**src/rtl/stopwatch_pkg.sv**
```systemverilog
// Shared definitions for the stopwatch controller: FSM encoding and BCD digit limits.
package stopwatch_pkg;

  typedef enum logic [1:0] {
    CLEAR = 2'd0,
    RUN   = 2'd1,
    LAP   = 2'd2,
    PAUSE = 2'd3
  } state_t;

  localparam int DIGIT_W    = 4;
  localparam int NUM_DIGITS = 5;

  localparam logic [DIGIT_W-1:0] MAX_NINE = 4'd9;
  localparam logic [DIGIT_W-1:0] MAX_FIVE = 4'd5;

  // Digit order: tenths, sec_ones, sec_tens, min_ones, min_tens.
  function automatic logic [DIGIT_W-1:0] digit_max(input int idx);
    return (idx == 2 || idx == 4) ? MAX_FIVE : MAX_NINE;
  endfunction

  function automatic logic is_counting(input state_t s);
    return (s == RUN) || (s == LAP);
  endfunction

endpackage

```
**src/rtl/stopwatch_ctrl_bcd_digit.sv**
```systemverilog
// One BCD digit of the stopwatch count; wraps at MAX and reports carry combinationally.
module bcd_digit
  import stopwatch_pkg::*;
#(
  parameter logic [DIGIT_W-1:0] MAX = MAX_NINE
) (
  input  logic               clk,
  input  logic               reset,
  input  logic               clr,
  input  logic               inc,
  output logic [DIGIT_W-1:0] q,
  output logic               carry
);

  logic [DIGIT_W-1:0] q_reg;

  assign carry = inc && (q_reg == MAX);
  assign q     = q_reg;

  always_ff @(posedge clk or posedge reset) begin
    if (reset) begin
      q_reg <= '0;
    end else if (clr) begin
      q_reg <= '0;
    end else if (inc) begin
      q_reg <= carry ? '0 : q_reg + DIGIT_W'(1);
    end
  end

endmodule

```
**src/rtl/stopwatch_ctrl.sv**
```systemverilog
// Stopwatch controller: start/stop/lap/clear FSM, tick prescaler, 5-digit BCD count
// (mm:ss.t) and a registered display that freezes while a lap is shown.
module stopwatch_ctrl
  import stopwatch_pkg::*;
#(
  parameter int TICK_DIV = 5000000
) (
  input  logic       clk,
  input  logic       reset,
  input  logic       strtstop,
  input  logic       lap_clr,
  output logic [3:0] tenths,
  output logic [3:0] sec_ones,
  output logic [3:0] sec_tens,
  output logic [3:0] min_ones,
  output logic [3:0] min_tens,
  output logic       running,
  output logic       lap_active,
  output logic       rollover
);

  localparam int PRESC_W = (TICK_DIV > 2) ? $clog2(TICK_DIV) : 1;
  localparam logic [PRESC_W-1:0] PRESC_LAST = PRESC_W'(TICK_DIV - 1);

  state_t state_reg, state_next;

  logic               count_en;
  logic               enter_clear;
  logic               disp_hold;
  logic               running_next;
  logic               lap_active_next;
  logic               tick;
  logic [PRESC_W-1:0] presc_reg;
  logic               running_reg;
  logic               lap_active_reg;
  logic               rollover_reg;

  logic [NUM_DIGITS-1:0] digit_inc;
  logic [NUM_DIGITS-1:0] digit_carry;
  logic [DIGIT_W-1:0]    count_q  [NUM_DIGITS];
  logic [DIGIT_W-1:0]    disp_reg [NUM_DIGITS];

  always_ff @(posedge clk or posedge reset) begin
    if (reset) begin
      state_reg <= CLEAR;
    end else begin
      state_reg <= state_next;
    end
  end

  // strtstop is tested first in every state so a simultaneous lap_clr is dropped.
  always_comb begin
    state_next = state_reg;
    case (state_reg)
      CLEAR: if (strtstop) state_next = RUN;
      RUN: begin
        if (strtstop)     state_next = PAUSE;
        else if (lap_clr) state_next = LAP;
      end
      LAP: begin
        if (strtstop)     state_next = PAUSE;
        else if (lap_clr) state_next = RUN;
      end
      PAUSE: begin
        if (strtstop)     state_next = RUN;
        else if (lap_clr) state_next = CLEAR;
      end
      default: state_next = CLEAR;
    endcase
  end

  // The display loads on the edge entering LAP (capture) and on the edge leaving it.
  always_comb begin
    count_en        = is_counting(state_reg);
    enter_clear     = (state_next == CLEAR) && (state_reg != CLEAR);
    disp_hold       = (state_reg == LAP) && (state_next == LAP);
    running_next    = is_counting(state_next);
    lap_active_next = (state_next == LAP);
  end

  assign tick = count_en && (presc_reg == PRESC_LAST);

  always_ff @(posedge clk or posedge reset) begin
    if (reset) begin
      presc_reg <= '0;
    end else if (enter_clear) begin
      presc_reg <= '0;
    end else if (count_en) begin
      presc_reg <= tick ? '0 : presc_reg + PRESC_W'(1);
    end
  end

  assign digit_inc[0] = tick;

  generate
    for (genvar gi = 0; gi < NUM_DIGITS; gi++) begin : g_digit
      bcd_digit #(
        .MAX(digit_max(gi))
      ) u_digit (
        .clk  (clk),
        .reset(reset),
        .clr  (enter_clear),
        .inc  (digit_inc[gi]),
        .q    (count_q[gi]),
        .carry(digit_carry[gi])
      );

      if (gi < NUM_DIGITS - 1) begin : g_chain
        assign digit_inc[gi+1] = digit_carry[gi];
      end

      always_ff @(posedge clk or posedge reset) begin
        if (reset) begin
          disp_reg[gi] <= '0;
        end else if (!disp_hold) begin
          disp_reg[gi] <= count_q[gi];
        end
      end
    end
  endgenerate

  always_ff @(posedge clk or posedge reset) begin
    if (reset) begin
      running_reg    <= 1'b0;
      lap_active_reg <= 1'b0;
      rollover_reg   <= 1'b0;
    end else begin
      running_reg    <= running_next;
      lap_active_reg <= lap_active_next;
      rollover_reg   <= digit_carry[NUM_DIGITS-1];
    end
  end

  assign tenths     = disp_reg[0];
  assign sec_ones   = disp_reg[1];
  assign sec_tens   = disp_reg[2];
  assign min_ones   = disp_reg[3];
  assign min_tens   = disp_reg[4];
  assign running    = running_reg;
  assign lap_active = lap_active_reg;
  assign rollover   = rollover_reg;

endmodule

```
**config.mk**
```make
export PLATFORM = sky130hd
export DESIGN_NAME = stopwatch_ctrl
export DESIGN_NICKNAME = d
export VERILOG_FILES = /design/src/rtl/stopwatch_pkg.sv /design/src/rtl/stopwatch_ctrl_bcd_digit.sv /design/src/rtl/stopwatch_ctrl.sv
export SDC_FILE = /design/constraint.sdc
export NUM_CORES = 1
export LEC_CHECK = 0
export CAP_MARGIN = 20
export CORE_AREA = 2 2 81 83
export DETAILED_ROUTE_END_ITERATION = 16
export DIE_AREA = 0 0 83 85
export GPL_TIMING_DRIVEN = 0
export PLACE_DENSITY = 0.82
export SYNTH_ARGS = -nofsm -noshare
export SYNTH_HDL_FRONTEND = slang
export SYNTH_SLANG_ARGS = --single-unit
```
**constraint.sdc**
```tcl
create_clock -name clk -period 4 [get_ports clk]
set_input_delay 1 -clock clk [delete_from_list [all_inputs] [get_ports clk]]
set_output_delay 1 -clock clk [all_outputs]
set_load 0.005 [all_outputs]
```
-- Word-level counts from Yosys, hierarchy flattened
Index checks and enable logic that the tools add are counted.
- output and inout port bits: 23
- flip-flop bits (word level): 68
- input port bits: 4
- word-level logic and storage cells: 77
- reduce and logical (&&, ||, !) cells: 19
- add/sub/neg operators: 6
- mux-type cells: 26
- equality and inequality tests: 11
- operators with widths (kind ; number):
    23-bit two-way mux ; 3
    4-bit two-way mux ; 15
    23-bit by 1-bit adder with 23-bit output, second input constant ; 1
    23-bit == test, second input constant ; 1
    4-bit by 1-bit adder with 4-bit output, second input constant ; 5
    2-bit two-way mux ; 7
    2-bit nonzero test ; 7
    4-bit == test, second input constant ; 3
    4-bit by 3-bit == test with 1-bit output, second input constant ; 2
    1-bit logical AND ; 8
    2-bit case mux with 4 select lines ; 1
    2-bit == test, second input constant ; 3
    2-bit by 1-bit == test with 1-bit output, second input constant ; 2
    2-bit logical NOT ; 2
    1-bit logical OR ; 2

-- Logic depth before layout (Yosys ltp)
Gate-level depths: netlist (run 1).
- depth in word-level cells: 11
- mapped depth: 13
- depth with buffers taken out: 12

-- Hierarchy
A second synthesis (run 1) with hierarchy kept.
- cell total of the unflattened synthesis: 322
- area total of the unflattened synthesis: 3524.6 µm²
- modules (own cells, without submodules) (module ; seq. area each (µm²) ; area each (µm²) ; instances ; cells each):
    stopwatch_ctrl ; 1201.2 ; 2273.4 ; 1 ; 195
    bcd_digit at g_digit[0].u_digit ... ; 100.1 ; 245.2 ; 3 ; 27
    bcd_digit at g_digit[2].u_digit ... ; 100.1 ; 257.7 ; 2 ; 23

-- Least setup slack after synthesis (run 1)
No wires, ideal clock.
- path type: input-to-reg
- start: in lap_clr
- end: reg presc_reg[13]
- path buffers: 1
- required time: 3.868 ns
- slack: 0.864 ns
- arrival time: 3.004 ns
- setup time: 0.132 ns
- cell stages on the path: 11
- path through: nor2b_1 nor2_1 a211o_1 nand2_1 ha_1 nand2b_1 clkbuf_1 a2111oi_0 nand4_1 xor2_1 nor2_1
- cells in the longest elaborated chain, start to end: 6
- elaborated cells on any way between the ends: 11
- classes of those cells: mux: 8; reduce/logical: 3
- ends and longest elaborated chain (what ; line ; source):
    from (decl) ; stopwatch_ctrl.sv:11 ; input logic lap_clr,
    2-bit two-way mux, on equally long branches ; stopwatch_ctrl.sv:66, stopwatch_ctrl.sv:58, stopwatch_ctrl.sv:62 ;
    2-bit two-way mux, on equally long branches ; stopwatch_ctrl.sv:65, stopwatch_ctrl.sv:57, stopwatch_ctrl.sv:61 ;
    2-bit case mux with 4 select lines * ; stopwatch_ctrl.sv:54 ; case (state_reg)
    2-bit logical NOT * ; stopwatch_ctrl.sv:75 ; enter_clear = (state_next == CLEAR) && (state_reg != CLEAR);
    1-bit logical AND * ; stopwatch_ctrl.sv:75 ;
    23-bit two-way mux or 2-bit nonzero test (tied branches) ; n/a ;
    to (signal assigned) ; stopwatch_ctrl.sv:89 ; presc_reg <= tick ? '0 : presc_reg + PRESC_W'(1);
    to (decl) ; stopwatch_ctrl.sv:33 ; logic [PRESC_W-1:0] presc_reg;
Every way passes the cells marked *; elsewhere a longest branch is shown, timed or not.
A chain may end at the register's enable or synchronous reset.

-- Final worst setup path (run 1)
- start: in lap_clr
- end: reg presc_reg[6]
The elaborated chain is that of the path after synthesis.

==> results of run 1 <==
-- final cells by class --
| cell class | instances | area [um2] | share of cell area (%) |
|---|---|---|---|
| sequential | 68 | 1700 | 41.9 |
| tap | 77 | 96.3 | 2.38 |
| timing repair buffer | 27 | 273 | 6.72 |
| inverter | 15 | 58.8 | 1.45 |
| clock inverter | 6 | 88.8 | 2.19 |
| buffer | 12 | 46.3 | 1.14 |
| multi-input combinational | 250 | 1660 | 41.0 |
| clock buffer | 10 | 128 | 3.15 |
-- Yosys cell counts, drive strengths merged, types with 2 or more instances --
master,number,area (um2)
o21ai,15,75.1
or3,12,75.1
o31ai,3,22.5
nand3b,4,30.0
xor2,11,96.3
a31oi,3,18.8
mux2i,4,40.0
a21oi,21,105
nand2,31,116
clkbuf,11,41.3
nor4,3,18.8
and2,4,25.0
xnor2,4,35.0
dfrtp,68,1700
nor2,35,131
and3,3,18.8
nor4b,3,26.3
nand3,9,45.0
inv,15,56.3
or4,10,78.8
nand4,12,75.1
mux2,20,225
nor2b,2,12.5
a211o,2,17.5
ha,17,213
nor3,7,35.0
-- layer usage --
metal  vias to the layer above  GRT usage (%)  share of wire, %
li1                       1299              -                 -
met1                      1319           28.5                47
met2                        66           32.4                47
met3                        15           3.99               4.5
met4                         0           10.7               2.1
met5                         -              0                 0
-- cell families (layout without fill, tap and decap cells) --
logic type | count (synthesis) | in the layout
xor+xnor | 15 | 15
buf+inv | 27 | 70
simple gates | 144 | 144
flops | 68 | 68
mux | 24 | 24
fa+ha+maj | 17 | 17
compound gates | 50 | 50
-- cells in the final DEF (no fill, tap or decap), types with 7 or more instances in the layout --
cell type and n:
dfrtp_1 68, nor2_1 35, nand2_1 31, clkdlybuf4s50_1 26
a21oi_1 21, mux2_2 20, ha_1 17, o21ai_0 15
inv_1 14, clkbuf_1 12, nand4_1 12, or3_1 12
xor2_1 11, nand3_1 9, or4_1 9, clkbuf_8 9
nor3_1 7
-- worst min path at each step --
stage | startpoint | end | slack, ns | cells past startpoint
finish | tenths[0] | tenths[0] | 0.51 | 1
global route | sec_tens[3] | sec_tens[3] | 0.52 | 1
CTS | tenths[0] | tenths[0] | 0.51 | 1
detailed placement | sec_ones[2] | sec_ones[2] | 0.49 | 1
global placement | sec_tens[0] | sec_tens[0] | 0.49 | 1
floorplan | presc_reg[22] | presc_reg[22] | 0.49 | 1
-- worst max-delay path: cells and delay by family --
family / cells / cell delay, ns
adders and majority gates: 1 / 0.18
buffers and inverters: 4 / 1.50
and+or+nand+nor: 5 / 0.53
AOI/OAI and AO/OA: 2 / 0.43
-- power groups by stage --
stage	Sequential, mW	Combinational (mW)	Clock (mW)
after detailed placement	0.780	0.451	0
after global routing	0.774	0.508	0.661
after CTS	0.766	0.453	0.627
final	0.766	0.452	0.615
after global placement	0.776	0.434	0
after floorplan	0.771	0.321	0
-- metrics by stage --
| step | cells | cell area, um2 | setup TNS [ns] |
|---|---|---|---|
| after global routing | 465 | 4060 | 0 |
| after floorplan | 345 | 3470 | 0 |
| after global placement | 448 | 3820 | -0.112 |
| after detailed placement | 448 | 3830 | -0.537 |
| after CTS | 464 | 4040 | 0 |
| final | 465 | 4060 | 0 |
==> results.json, run 1 <==
{
  "critPathRequiredTime_ns": 4.22,
  "outcome": "completed",
  "port_buffers": 26,
  "route.detailed.drc": 0,
  "holdBufCountCts": 0,
  "slew_headroom_pct": 45.5,
  "p_leak_nw": 1.78,
  "max_stage_delay_ns": 0.49,
  "internal-power_mw": 1.22,
  "finClkSkew_ns": 0.0115,
  "synth.area.mux_share_pct": 7.65,
  "fin_crit_sh_pct": 85.9,
  "cp_data_arrival_time_ns": 3.65,
  "antenna_cells": 0,
  "insertion_delay_ns": 0.35,
  "hold_slack_ns": 0.507,
  "layout_min_cycle_time_ns": 3.44,
  "h-tree-depth": 3,
  "rsz0062_at_grt": "no",
  "largest_register_ffs": 23,
  "vias_per_cell": 5.80,
  "layout_setup_ws_ns": 0.564,
  "grt_max_degree": 69,
  "ant_nets": 0,
  "worstRegToRegCells": 9,
  "drv_cap": 0,
  "finalSetupViolCount": 0,
  "final-hold-violation-count": 0,
  "grt_pass1_wl_mm": 12.0,
  "yosys_register_bits": 68,
  "cts_tree": "yes",
  "synth_compound_area_share_pct": 8.33,
  "switchingPower_mw": 0.612,
  "die_height_um": 85,
  "hold_path_class": "reg2reg",
  "nFillCells": 480,
  "synthXorXnorAreaFrac_pct": 3.79,
  "grt_util_all_layers_pct": 21.0,
  "final_core_util_pct": 65.4,
  "gp_congestion": 0.849,
  "synthAdderAreaFrac_pct": 6.13,
  "ys_seq_area_share_pct": 49.1,
  "crit_top_cell": "clkbuf_1",
  "async_flop_share_pct": 100,
  "syn_area_mm2": 0.00347,
  "cp-start-kind": "primary input",
  "ctsResizeCount": 0,
  "cts.sinks": 68,
  "r2r_end": "g_digit[4].u_digit.q[1]",
  "tightestPinTransition_ns": 0.818,
  "path_class": "in2reg",
  "grt_pass1_vias": 2559,
  "antenna_found_initial": 0,
  "crit_slowest_cell": "clkdlybuf4s50_1",
  "timing.critical_path.to": "presc_reg[6]",
  "syn_avg_cell_area_um2": 10.1,
  "synth_top_family_by_area": "simple AND/OR/NAND/NOR gates",
  "synth_nets": 366,
  "core.rowCount": 29,
  "worstPathCellList": "clkdlybuf4s50_1 > nor2b_1 > nor2_1 > a211o_1 > nand2_1 > ha_1 > nand2b_1 > clkbuf_1 > o21ai_0 > clkbuf_1 > clkbuf_1 > nor2_1",
  "drt_iter0_markers": 194,
  "ioPinCount": 27,
  "clock_tree.buffer_depth": 2,
  "dp_slack_ns": -0.160,
  "overflow": 0,
  "layout.nets": 404,
  "p_per_area_mw_per_mm2": 452,
  "seqPwrFrac_pct": 41.8,
  "coreArea_mm2": 0.00620,
  "comb_power_share_pct": 24.7,
  "r2r-start": "state_reg[1]",
  "switching_share_pct": 33.4,
  "drt_pass1_iterations": 5,
  "yosys_warnings": 0,
  "power.total_mw": 1.83,
  "syn_inst": 345,
  "slew_viol_final": 0,
  "vias": 2699,
  "numCtsBuffers": 9,
  "wl_per_cell_um": 14.7,
  "crit_start": "lap_clr",
  "synth_flop_cell": "dfrtp_1",
  "path_max_fanout": 10,
  "dpl.hpwl_mm": 4.69,
  "fmax_mhz": 291,
  "clock-root-buffer": "clkbuf_8",
  "r2r_slack_ns": 0.86,
  "synth.distinct_cells": 43,
  "syn_to_final_growth_pct": 17.0,
  "endpoint_kind": "register",
  "synth_enable_flop_cells": 0,
  "die_area_mm2": 0.00706,
  "drive_gt1_share_pct": 10.1,
  "drt_wl_total_mm": 6.83,
  "p_clk_share_pct": 33.5,
  "yosys.area_share.simple_pct": 22.1,
  "clk_pin_slew_ns": 0.07,
  "initial_utilization_pct": 55.9,
  "irDropWorstVdd_mv": 0.259,
  "cts_setup_buffers": 0,
  "die_x_um": 83
}
(Power assumes the default switching activity.)
==> inputs of run 2 (changes only) <==
Settings changed: CORE_AREA 2 2 81 83 to 2 2 80 82, CTS_BUF_LIST set to sky130_fd_sc_hd__clkbuf_4 sky130_fd_sc_hd__clkbuf_8, DIE_AREA 0 0 83 85 to 0 0 82 84, PLACE_DENSITY 0.82 to 0.84.
==> results.json, run 2 (same netlist as run 1, synthesis figures left out) <==
{
  "drv_cap": 0,
  "port_buffers": 26,
  "final_common_cell": "dfrtp_1",
  "vias": 2734,
  "die_area_mm2": 0.00689,
  "dp_cells": 448,
  "worstPathCellList": "clkdlybuf4s50_1 > nor2b_1 > nor2_1 > a211o_1 > nand2_1 > ha_1 > nand2b_1 > clkbuf_1 > a2111oi_0 > dlymetal6s2s_1 > nand4_1 > xor2_1 > nor2_1",
  "drt_pass1_iterations": 7,
  "ctsResizeCount": 0,
  "syn_to_final_growth_pct": 16.2,
  "finalSetupViolCount": 0,
  "endpoint_kind": "register",
  "irDropWorstVdd_mv": 0.233,
  "clk_pin_slew_ns": 0.07,
  "dpl.hpwl_mm": 4.82,
  "p_leak_nw": 1.78,
  "path_max_fanout": 10,
  "drt_iter0_markers": 235,
  "wl_met1_mm": 3.19,
  "outcome": "completed",
  "r2r_slack_ns": 0.76,
  "most-common-layout-cells": "dfrtp_1, nor2_1, nand2_1, clkdlybuf4s50_1, a21oi_1",
  "route.met3.wl_um": 373,
  "cts_tree": "yes",
  "vias_per_cell": 5.89,
  "drt_wl_total_mm": 7.18,
  "cts.sinks": 68,
  "clock-root-buffer": "clkbuf_8",
  "coreArea_mm2": 0.00610,
  "detailed_place.area_mm2": 0.00383,
  "rsz0062_at_grt": "no",
  "h-tree-depth": 3,
  "die_height_um": 84,
  "core.rowCount": 29,
  "gp_congestion": 0.830,
  "grt_pass1_wl_mm": 12.2,
  "route.detailed.drc": 0,
  "max_stage_delay_ns": 0.69,
  "wl_per_cell_um": 15.5,
  "post-route-cell-area_mm2": 0.00403,
  "layout.nets": 404,
  "layout_min_cycle_time_ns": 3.64,
  "numCtsBuffers": 9,
  "wl_met2_mm": 3.49,
  "routed.top_layer": "met4",
  "largest_register_ffs": 23,
  "hold_path_class": "reg2reg",
  "fin_crit_sh_pct": 91.0,
  "p_per_area_mw_per_mm2": 440,
  "initial_utilization_pct": 56.9,
  "crit_slowest_cell": "a2111oi_0",
  "die_x_um": 82,
  "drive_gt1_share_pct": 10.1,
  "holdBufCountCts": 0,
  "cp-start-kind": "primary input",
  "cts_setup_buffers": 0,
  "final-hold-violation-count": 0,
  "hold_slack_ns": 0.508,
  "insertion_delay_ns": 0.35,
  "power.total_mw": 1.77,
  "antenna_found_initial": 0,
  "tightestPinTransition_ns": 0.813,
  "ioPinCount": 27,
  "slew_headroom_pct": 45.8,
  "fmax_mhz": 275,
  "slew_viol_final": 0,
  "final_cells": 464,
  "clock_tree.buffer_depth": 2,
  "cp_data_arrival_time_ns": 3.85,
  "finClkSkew_ns": 0.0113,
  "critPathRequiredTime_ns": 4.21,
  "final_core_util_pct": 66.1,
  "antenna_cells": 0,
  "path_class": "in2reg",
  "overflow": 0,
  "grt_max_degree": 69,
  "ant_nets": 0,
  "grt_pass1_vias": 2703,
  "crit_top_cell": "nor2_1",
  "grt_util_all_layers_pct": 23.0
}
[run 2: path summary, 6_finish.rpt]
path | start | endpoint | cells after the start
setup / recovery | lap_clr | presc_reg[13] | 13
hold / removal | min_tens[3] | min_tens[3] | 1
setup reg to reg | state_reg[1] | g_digit[4].u_digit.q[1] | 9
hold reg to reg | min_tens[3] | min_tens[3] | 1
max in group asynchronous | reset | presc_reg[16] | 2
min in group asynchronous | reset | g_digit[4].u_digit.q[1] | 2
[run 2: where the power goes]
group          leakage (nW)  switching [mW]  internal (mW)
registers             0.940          0.0389          0.728
clock network        0.0979           0.256          0.298
logic                 0.740           0.313          0.142
[run 2: routing by layer]
metal / vias up / GRT usage (%)
met5: - / 0
met4: 0 / 9.09
met3: 18 / 5.84
met2: 85 / 35.3
met1: 1319 / 31.2
li1: 1312 / -
[run 2: per-stage QoR]
step	setup TNS, ns	setup slack, ns
floorplan	0	0.864
global placement	-0.0567	-0.0301
detailed placement	-0.591	-0.185
CTS	0	0.150
global route	0	0.0206
finish	0	0.360
[run 2: cell type report]
type	instances	area (um2)
Clock buffer	10	138
Buffer	12	46.3
Timing Repair Buffer	27	273
Multi-Input combinational cell	250	1660
Sequential cell	68	1700
Inverter	15	58.8
Fill cell	473	2070
Tap cell	77	96.3
Clock inverter	5	52.6
[run 2: critical path: cells and delay by family]
family                   cells  cell delay [ns]
buffers and inverters        3             0.96
AO/OA/AOI/OAI                2             0.95
XOR/XNOR                     1             0.14
AND/OR/NAND/NOR              6             0.62
adder cells (fa/ha/maj)      1             0.18
==> inputs of run 3 (changes only) <==
Settings changed: SLEW_MARGIN set to 20.
==> results.json, run 3 (same netlist as run 1, synthesis figures left out) <==
{
  "outcome": "completed",
  "path_max_fanout": 10,
  "r2r_slack_ns": 0.80,
  "insertion_delay_ns": 0.35,
  "layout_setup_ws_ns": 0.330,
  "coreArea_mm2": 0.00610,
  "hold_path_class": "reg2reg",
  "detailed_place.area_mm2": 0.00385,
  "cp-start-kind": "primary input",
  "critPathRequiredTime_ns": 4.21,
  "cts_tree": "yes",
  "grt_max_degree": 58,
  "drive_gt1_share_pct": 10.3,
  "clock_tree.buffer_depth": 2,
  "overflow": 0,
  "drt_wl_total_mm": 7.06,
  "finClkSkew_ns": 0.0112,
  "p_leak_nw": 1.77,
  "dp_cells": 449,
  "drt_iter0_markers": 199,
  "r2r-start": "state_reg[0]",
  "initial_utilization_pct": 56.9,
  "die_area_mm2": 0.00689,
  "most-common-layout-cells": "dfrtp_1, nor2_1, nand2_1, clkdlybuf4s50_1, a21oi_1",
  "cts.sinks": 68,
  "crit_top_cell": "nor2_1",
  "nFillCells": 471,
  "largest_register_ffs": 23,
  "r2r_end": "presc_reg[17]",
  "ioPinCount": 27,
  "route.detailed.drc": 0,
  "final-hold-violation-count": 0,
  "p_per_area_mw_per_mm2": 439,
  "tightestPinTransition_ns": 0.879,
  "cts_setup_buffers": 0,
  "grt_util_all_layers_pct": 22.2,
  "crit_start": "lap_clr",
  "hold_slack_ns": 0.506,
  "dpl.hpwl_mm": 4.84,
  "core.rowCount": 29,
  "antenna_cells": 0,
  "final_common_cell": "dfrtp_1",
  "finalSetupViolCount": 0,
  "critical_path_cell_count": 12,
  "worstPathCellList": "clkdlybuf4s50_1 > nor2b_1 > nor2_1 > a211o_1 > nand2_1 > ha_1 > nand2b_1 > clkbuf_1 > a2111oi_1 > nand3_1 > xor2_1 > nor2_1",
  "h-tree-depth": 3,
  "fmax_mhz": 273,
  "antenna_found_initial": 0,
  "syn_to_final_growth_pct": 16.7,
  "layout.nets": 404,
  "numCtsBuffers": 9,
  "drv_cap": 0,
  "max_stage_delay_ns": 0.88,
  "ant_nets": 0,
  "vias_per_cell": 5.97,
  "endpoint_kind": "register",
  "ctsResizeCount": 0,
  "crit_slowest_cell": "a2111oi_1",
  "critPathBufInv": 2,
  "timing.critical_path.to": "presc_reg[17]",
  "vias": 2768,
  "layout_min_cycle_time_ns": 3.67,
  "die_height_um": 84,
  "cp_data_arrival_time_ns": 3.88,
  "grt_pass1_vias": 2673,
  "dp_slack_ns": -0.164,
  "post-route-cell-area_mm2": 0.00405,
  "wl_per_cell_um": 15.2,
  "worstRegToRegCells": 13,
  "slew_headroom_pct": 41.3,
  "clock-root-buffer": "clkbuf_8",
  "rsz0062_at_grt": "no",
  "gp_congestion": 0.830,
  "path_class": "in2reg",
  "cp_top_family": "compound AO/OA/AOI/OAI gates",
  "final_cells": 464,
  "slew_viol_final": 0,
  "die_x_um": 82,
  "port_buffers": 26,
  "irDropWorstVdd_mv": 0.317,
  "drt_pass1_iterations": 6,
  "clk_pin_slew_ns": 0.07,
  "holdBufCountCts": 0,
  "fin_crit_sh_pct": 91.7,
  "grt_pass1_wl_mm": 11.9
}
## run 3: changes by cell type in the layout (fill, tap and decap cells not counted), sizes merged
| cell | before | now |
|---|---|---|
| buf | 1 | 2 |
| dlymetal6s2s | 1 | 0 |
## run 3: per-layer routing
| metal | track usage, % | vias up | share of wire, % |
|---|---|---|---|
| li1 | - | 1311 | - |
| met1 | 30.9 | 1352 | 46 |
| met2 | 33.5 | 87 | 48 |
| met3 | 4.00 | 18 | 4.9 |
| met4 | 10.5 | 0 | 2.0 |
| met5 | 0 | - | 0 |
## run 3: report_power, final
part | internal, mW | switching [mW] | leakage (nW)
clock network | 0.298 | 0.251 | 0.0979
registers | 0.728 | 0.0386 | 0.940
logic | 0.145 | 0.316 | 0.731
total | 1.17 | 0.605 | 1.77
## run 3: cell type report
cell class / count / area, um2 / share of cell area, %
Sequential cell: 68 / 1700 / 42.1
Clock inverter: 5 / 52.6 / 1.30
Tap cell: 77 / 96.3 / 2.38
Inverter: 15 / 58.8 / 1.45
Timing Repair Buffer: 27 / 288 / 7.11
Buffer: 12 / 46.3 / 1.14
Clock buffer: 10 / 138 / 3.40
Multi-Input combinational cell: 250 / 1670 / 41.2
## run 3: stage by stage
step | utilization (%) | power (mW) | TNS (ns)
finish | 66.4 | 1.78 | 0
global route | 66.4 | 1.87 | 0
CTS | 66.4 | 1.78 | 0
detailed placement | 63.2 | 1.23 | -0.574
global placement | 62.7 | 1.21 | -0.0567
floorplan | - | 1.09 | 0
## run 3: how the worst min path moves through the flow
stage | endpoint | cells after the start | from | slack [ns]
3_5_place_dp | min_tens[3] | 1 | min_tens[3] | 0.49
3_3_place_gp | min_tens[3] | 1 | min_tens[3] | 0.49
2_1_floorplan | presc_reg[22] | 1 | presc_reg[22] | 0.49
4_1_cts | min_tens[3] | 1 | min_tens[3] | 0.51
5_1_grt | sec_ones[3] | 1 | sec_ones[3] | 0.52
6_report | min_tens[3] | 1 | min_tens[3] | 0.51
## run 3: worst register-to-register path, delay by kind of cell, from the launching register on
kind            cells  cell delay [ns]
compound gates      2             1.14
simple gates        6             0.66
fa+ha+maj           2             0.44
flops               1             0.37
buf+inv             2             0.31
xor+xnor            1             0.17
